### config.mk
export PLATFORM = sky130hd
export DESIGN_NAME = image_row_writer
export DESIGN_NICKNAME = d
export VERILOG_FILES = /design/src/rtl/image_row_writer.sv
export SDC_FILE = /design/constraint.sdc
export NUM_CORES = 1
export LEC_CHECK = 0
export BUFFER_PORTS_ARGS = -buffer_cell sky130_fd_sc_hd__buf_4
export CORE_MARGIN = 1
export CORE_UTILIZATION = 23
export DETAILED_ROUTE_END_ITERATION = 6
export HOLD_SLACK_MARGIN = 0.03
export PLACE_DENSITY_LB_ADDON = 0.05
export SLEW_MARGIN = 5
export SYNTH_ARGS = -nofsm -noshare
export SYNTH_HDL_FRONTEND = slang
export SYNTH_SLANG_ARGS = --single-unit
### constraint.sdc
create_clock -name clk -period 3.4 [get_ports clk]
set_input_delay 0.68 -clock clk [delete_from_list [all_inputs] [get_ports clk]]
set_output_delay 0.68 -clock clk [all_outputs]
set_load 0.1 [all_outputs]
### src/rtl/image_row_writer.sv
// ---------------------------------------------------------------------------
// image_row_writer
//   Producer side of the 60x80 1-bpp image line memory. Collects a bit-serial
//   pixel stream (valid/ready) into an 80-pixel line, then presents the full
//   line on the memory write port (rowW/dataW). The memory has no write
//   enable: it writes rowW/dataW on every clock unless rowW equals the
//   reader's row. So rowW/dataW are held stable, and rd_row is watched to
//   know when a committed line has really landed.
//
//   Optional feature macro: IMAGE_ROW_WRITER_CLEAR_EN
//     defined   : after reset every row is zeroed (CLEAR sweep) before any
//                 pixel is accepted; clear_busy is high during the sweep.
//     undefined : reset goes straight to FILL; clear_busy is tied low. Row 0
//                 is still zeroed until the first commit because rowW/dataW
//                 reset to 0.
//
// Ports
//   clk        : system clock (memory samples its write port on posedge)
//   rst_n      : asynchronous active-low reset
//   pix_valid  : pixel offered
//   pix_data   : pixel value
//   pix_sof    : start of frame (row 0, col 0), valid with pix_valid
//   pix_ready  : pixel accepted when pix_valid && pix_ready at posedge
//   rd_row     : row currently addressed by the memory read port
//   rowW       : memory write row
//   dataW      : memory write data, bit c = pixel at column c
//   row_done   : 1-cycle pulse after a committed line has landed
//   clear_busy : high during the post-reset clear sweep
// ---------------------------------------------------------------------------
module image_row_writer #(
  parameter int COLS = 80,
  parameter int ROWS = 60,
  parameter int RW   = 7
) (
  input  logic            clk,
  input  logic            rst_n,
  input  logic            pix_valid,
  input  logic            pix_data,
  input  logic            pix_sof,
  output logic            pix_ready,
  input  logic [RW-1:0]   rd_row,
  output logic [RW-1:0]   rowW,
  output logic [COLS-1:0] dataW,
  output logic            row_done,
  output logic            clear_busy
);

  typedef enum logic [1:0] {
    S_CLEAR  = 2'd0,
    S_FILL   = 2'd1,
    S_COMMIT = 2'd2
  } state_t;

`ifdef IMAGE_ROW_WRITER_CLEAR_EN
  localparam state_t RST_STATE = S_CLEAR;
`else
  localparam state_t RST_STATE = S_FILL;
`endif

  localparam logic [RW-1:0] LAST_ROW = RW'(ROWS-1);
  localparam logic [RW-1:0] LAST_COL = RW'(COLS-1);

  state_t          r_state;
  state_t          w_state_nxt;
  logic [RW-1:0]   r_row_w;
  logic [COLS-1:0] r_data_w;
  logic [COLS-1:0] r_shadow;
  logic [COLS-1:0] w_line;
  logic [RW-1:0]   r_col_cnt;
  logic [RW-1:0]   r_fill_row;
  logic            r_row_done;
  logic            r_pix_ready;

  logic w_land;
  logic w_accept;
  logic w_line_end;

  // A write lands on any edge where the writer's row is not the reader's row.
  // rd_row values >= ROWS never match a legal rowW, so they never collide.
  assign w_land     = (r_row_w != rd_row);
  assign w_accept   = pix_valid & r_pix_ready;
  // sof wins over line completion: an sof pixel always restarts at column 0.
  assign w_line_end = w_accept & ~pix_sof & (r_col_cnt == LAST_COL);

  // Shadow line with the currently offered pixel merged in at col_cnt.
  always_comb begin
    w_line            = r_shadow;
    w_line[r_col_cnt] = pix_data;
  end

  // Next-state logic
  always_comb begin
    w_state_nxt = r_state;
    case (r_state)
      S_CLEAR:  if (w_land && (r_row_w == LAST_ROW)) w_state_nxt = S_FILL;
      S_FILL:   if (w_line_end)                      w_state_nxt = S_COMMIT;
      S_COMMIT: if (w_land)                          w_state_nxt = S_FILL;
      default:                                       w_state_nxt = RST_STATE;
    endcase
  end

  always_ff @(posedge clk or negedge rst_n) begin
    if (!rst_n) begin
      r_state     <= RST_STATE;
      r_row_w     <= '0;
      r_data_w    <= '0;
      r_shadow    <= '0;
      r_col_cnt   <= '0;
      r_fill_row  <= '0;
      r_row_done  <= 1'b0;
      r_pix_ready <= 1'b0;
    end else begin
      r_state     <= w_state_nxt;
      // ready is registered from the next state so it reflects state only and
      // stays low while reset is asserted, even when reset enters FILL.
      r_pix_ready <= (w_state_nxt == S_FILL);
      r_row_done  <= 1'b0;
      case (r_state)
        S_CLEAR: begin
          r_data_w <= '0;
          // Row 59 is left on the port when entering FILL; it keeps being
          // rewritten with zeros until the first commit.
          if (w_land && (r_row_w != LAST_ROW)) r_row_w <= r_row_w + 1'b1;
        end
        S_FILL: begin
          if (w_accept) begin
            if (pix_sof) begin
              r_shadow[0] <= pix_data;
              r_col_cnt   <= RW'(1);
              r_fill_row  <= '0;
            end else if (r_col_cnt == LAST_COL) begin
              r_row_w   <= r_fill_row;
              r_data_w  <= w_line;
              r_col_cnt <= '0;
            end else begin
              r_shadow  <= w_line;
              r_col_cnt <= r_col_cnt + 1'b1;
            end
          end
        end
        S_COMMIT: begin
          if (w_land) begin
            r_row_done <= 1'b1;
            r_fill_row <= (r_fill_row == LAST_ROW) ? '0 : r_fill_row + 1'b1;
          end
        end
        default: ;
      endcase
    end
  end

  assign rowW      = r_row_w;
  assign dataW     = r_data_w;
  assign row_done  = r_row_done;
  assign pix_ready = r_pix_ready;

`ifdef IMAGE_ROW_WRITER_CLEAR_EN
  assign clear_busy = (r_state == S_CLEAR);
`else
  assign clear_busy = 1'b0;
`endif

endmodule

==> metrics.csv <==
stage,metric,value,unit
timing,slew_headroom,41.12,%
critical_path,reg2regPathDepth,5,
cts,post_cts_buffers,0,
critical_path,cp_num_cells,5,
run,cap_viol_max_count,0,
place,place_congestion,0.7433,
critical_path,slowest_delay,0.69,ns
die,core,36610,um^2
synthesis,ys_seq_elements,185,
cts,clk_latency,0.44,ns
timing,clock-skew-final,0.01087,ns
finish,layout_common_cells,"184 x dfrtp_1, 174 x nand2_1, 120 x buf_4, 94 x o21ai_0, 93 x nor2_1",
global_route,grt_pass1_vias,6419,
critical_path,crit_type,reg -> reg,
timing,worstMarginPinSlew,0.8764,ns
synthesis,syn_area,8548,um^2
detailed_routing,remaining_drc_errors,0,
critical_path,worstPathCellList,"and4bb_1, and3_1, nand2_2, buf_4, o21ai_0",
die,die_w,194.8,um
power_and_ir_drop,p_leak,4.912,nW
detailed_routing,num_vias,6466,
synthesis,ys.warnings.count,0,
cts,clockBufferDepth,2,
global_route,grt_pass1_wl,41140,um
cts,root_buffer,clkbuf_16,
finish,multi_input_area,3598,um^2
synthesis,synth_edf_count,0,
detailed_routing,postRouteAntennaNets,0,
finish,nets,991,
timing,setup_tns,0,ns
critical_path,r2r_slack,0.72,ns
cts,ctsHoldBuffers,0,
finish,layout_commonest_cell,dfrtp_1,
synthesis,ys.flop_type,dfrtp_1,
timing,finalCritPeriodShare,78.88,%
global_route,antenna_found_initial,0,
finish,area_delta_synth_final,22.22,%
timing,fin_crit,2.682,ns
synthesis,async_flop_share,100.0,%
global_route,grt-ovfl-total,0,
global_route,grt_usage,14.31,%
detailed_routing,wl_met1,13440,um
die,die_area,37940,um^2
detailed_routing,met3_length,652,um
synthesis,avgSynthCellArea,9.530,um^2
synthesis,synth_cell_type_count,51,
timing,setup_violations,0,
place,io_buffers,100,
cts,clkSinkCount,185,
detailed_routing,first_iter_violations,432,
cts,path_clk_slew,0.07,ns
critical_path,cp_top_family,simple AND/OR/NAND/NOR gates,
cts,cts_max_level,4,
detailed_routing,first_pass_iters,6,
detailed_routing,wl_per_cell,17.94,um
critical_path,cp_max_fo,41,
synthesis,synth_nets,912,
critical_path,r2r_end,dataW[25],
critical_path,reg2reg_from,r_col_cnt[5],
detailed_routing,wl,26110,um
finish,seqCellArea,4631,um^2
timing,rsz0062_at_grt,no,
synthesis,postSynthCellCount,897,
place,hpwl,16780,um
die,start_util,23.35,%
finish,fill_cells,3878,
power_and_ir_drop,vdd_drop_max,0.3396,mV
critical_path,arrival,3.03,ns
finish,diodes,0,
hold_path,holdCritPathClass,in -> async,
cts,cts_resized,0,
finish,drive_gt1_share,17.71,%
critical_path,cp-start-kind,flop,
synthesis,ys_seq_area_share,54.17,%
die,dieHeight,194.8,um
critical_path,worst_path_max_delay_cell,and4bb_1,
power_and_ir_drop,p_total,0.005329,W
die,ioPinCount,102,
power_and_ir_drop,power_density,510.1,nW/um^2
outcome,outcome,finished clean,
cts,cts_tree,built,
global_route,grt_max_degree,78,
critical_path,end_kind,flop,
detailed_routing,routed_via_density,4.441,
timing,fmax,0.3728,GHz
timing,slew_viol_final,0,
critical_path,cp.required,3.75,ns
detailed_routing,topRoutingLayerUsed,met4,
die,fp-row-count,70,
detailed_routing,met2_length,11830,um
critical_path,path_buf_inv,1,
timing,finalHoldViolations,0,
cts,numCtsBuffers,17,
## stage by stage
step           instance area (um^2)  setup WS, ns  std cells  hold slack [ns]  util, %
2_1_floorplan                  8548        0.9550        897           0.3844        -
3_3_place_gp                   9828        0.7160       1425           0.4683    26.85
3_5_place_dp                   9828        0.6613       1425           0.4728    26.85
4_1_cts                       10450        0.6312       1456           0.3190    28.54
5_1_grt                       10450        0.4215       1456           0.3430    28.54
6_report                      10450        0.7179       1456           0.3087    28.54
## sequential cells by signal, indices dropped and copies added, names as in the netlist
name / flops
r_state: 2
row_done: 1
rowW: 7
dataW: 80
r_col_cnt: 7
r_shadow: 80
r_fill_row: 7
pix_ready: 1
## metal layers
layer / up-vias / GRT usage (%)
met1: 3151 / 20.67
met5: - / 0
met3: 9 / 2.620
li1: 3214 / -
met4: 0 / 3.237
met2: 92 / 22.08
## final cells by class
| class | instances | area share (%) |
|---|---|---|
| Clock inverter | 11 | 1.653 |
| Clock buffer | 20 | 4.275 |
| Sequential cell | 185 | 44.32 |
| Tap cell | 468 | 5.605 |
| Inverter | 5 | 0.1796 |
| Multi-Input combinational cell | 642 | 34.44 |
| Timing Repair Buffer | 125 | 9.521 |
## synth_stat cells, types with 2 or more instances
| cell type | number | area (um^2) |
|---|---|---|
| or2_2 | 4 | 25.02 |
| and3_1 | 6 | 37.54 |
| a22o_1 | 5 | 43.79 |
| nand3_1 | 10 | 50.05 |
| and4_1 | 2 | 17.52 |
| mux2_2 | 4 | 45.04 |
| nor3_1 | 12 | 60.06 |
| nor3b_2 | 3 | 37.54 |
| o21bai_1 | 2 | 15.01 |
| xnor2_1 | 7 | 61.31 |
| a21oi_1 | 86 | 430.4 |
| a21o_1 | 2 | 15.01 |
| inv_1 | 5 | 18.77 |
| clkbuf_1 | 30 | 112.6 |
| nor3_2 | 3 | 30.03 |
| nand2_1 | 175 | 656.9 |
| o21ai_0 | 94 | 470.5 |
| ha_1 | 3 | 37.54 |
| o31ai_1 | 3 | 22.52 |
| dfrtp_1 | 184 | 4604 |
| nor2_1 | 94 | 352.8 |
| a31oi_1 | 3 | 18.77 |
| and3b_1 | 3 | 26.28 |
| a22oi_1 | 4 | 30.03 |
| o21ai_1 | 2 | 10.01 |
| o21a_1 | 2 | 15.01 |
| nand4_1 | 2 | 12.51 |
| mux2_1 | 2 | 22.52 |
| nand2b_1 | 7 | 43.79 |
| buf_4 | 9 | 67.56 |
| o211ai_1 | 4 | 30.03 |
| nor4_1 | 2 | 12.51 |
| mux2i_1 | 81 | 810.8 |
| buf_2 | 25 | 125.1 |
## where the power goes
part           total (W)  switching (W)  internal (W)
combinational   0.000640       0.000409      0.000230
sequential       0.00252       0.000116       0.00241
clock            0.00216       0.000915       0.00125
total            0.00533        0.00144       0.00389
## worst max-delay path by stage
stage                       startpoint        end  slack, ns
after floorplan                rowW[0]    rowW[1]       0.96
after global placement    r_col_cnt[4]  dataW[29]       0.72
after detailed placement  r_col_cnt[5]  dataW[72]       0.66
after CTS                 r_col_cnt[5]  dataW[71]       0.63
after global routing      r_col_cnt[5]  dataW[72]       0.42
final                     r_col_cnt[5]  dataW[25]       0.72
## cell families after synthesis
group           count (synthesis)  share of synthesized area, %
xor+xnor                        7                        0.7172
compound gates                214                         13.64
mux                            87                         10.28
fa+ha+maj                       3                        0.4392
other cells                     1                       0.04387
flops                         185                         54.17
buf+inv                        70                         3.923
simple gates                  330                         16.79
Note: power is estimated with default switching activity, not from simulation.
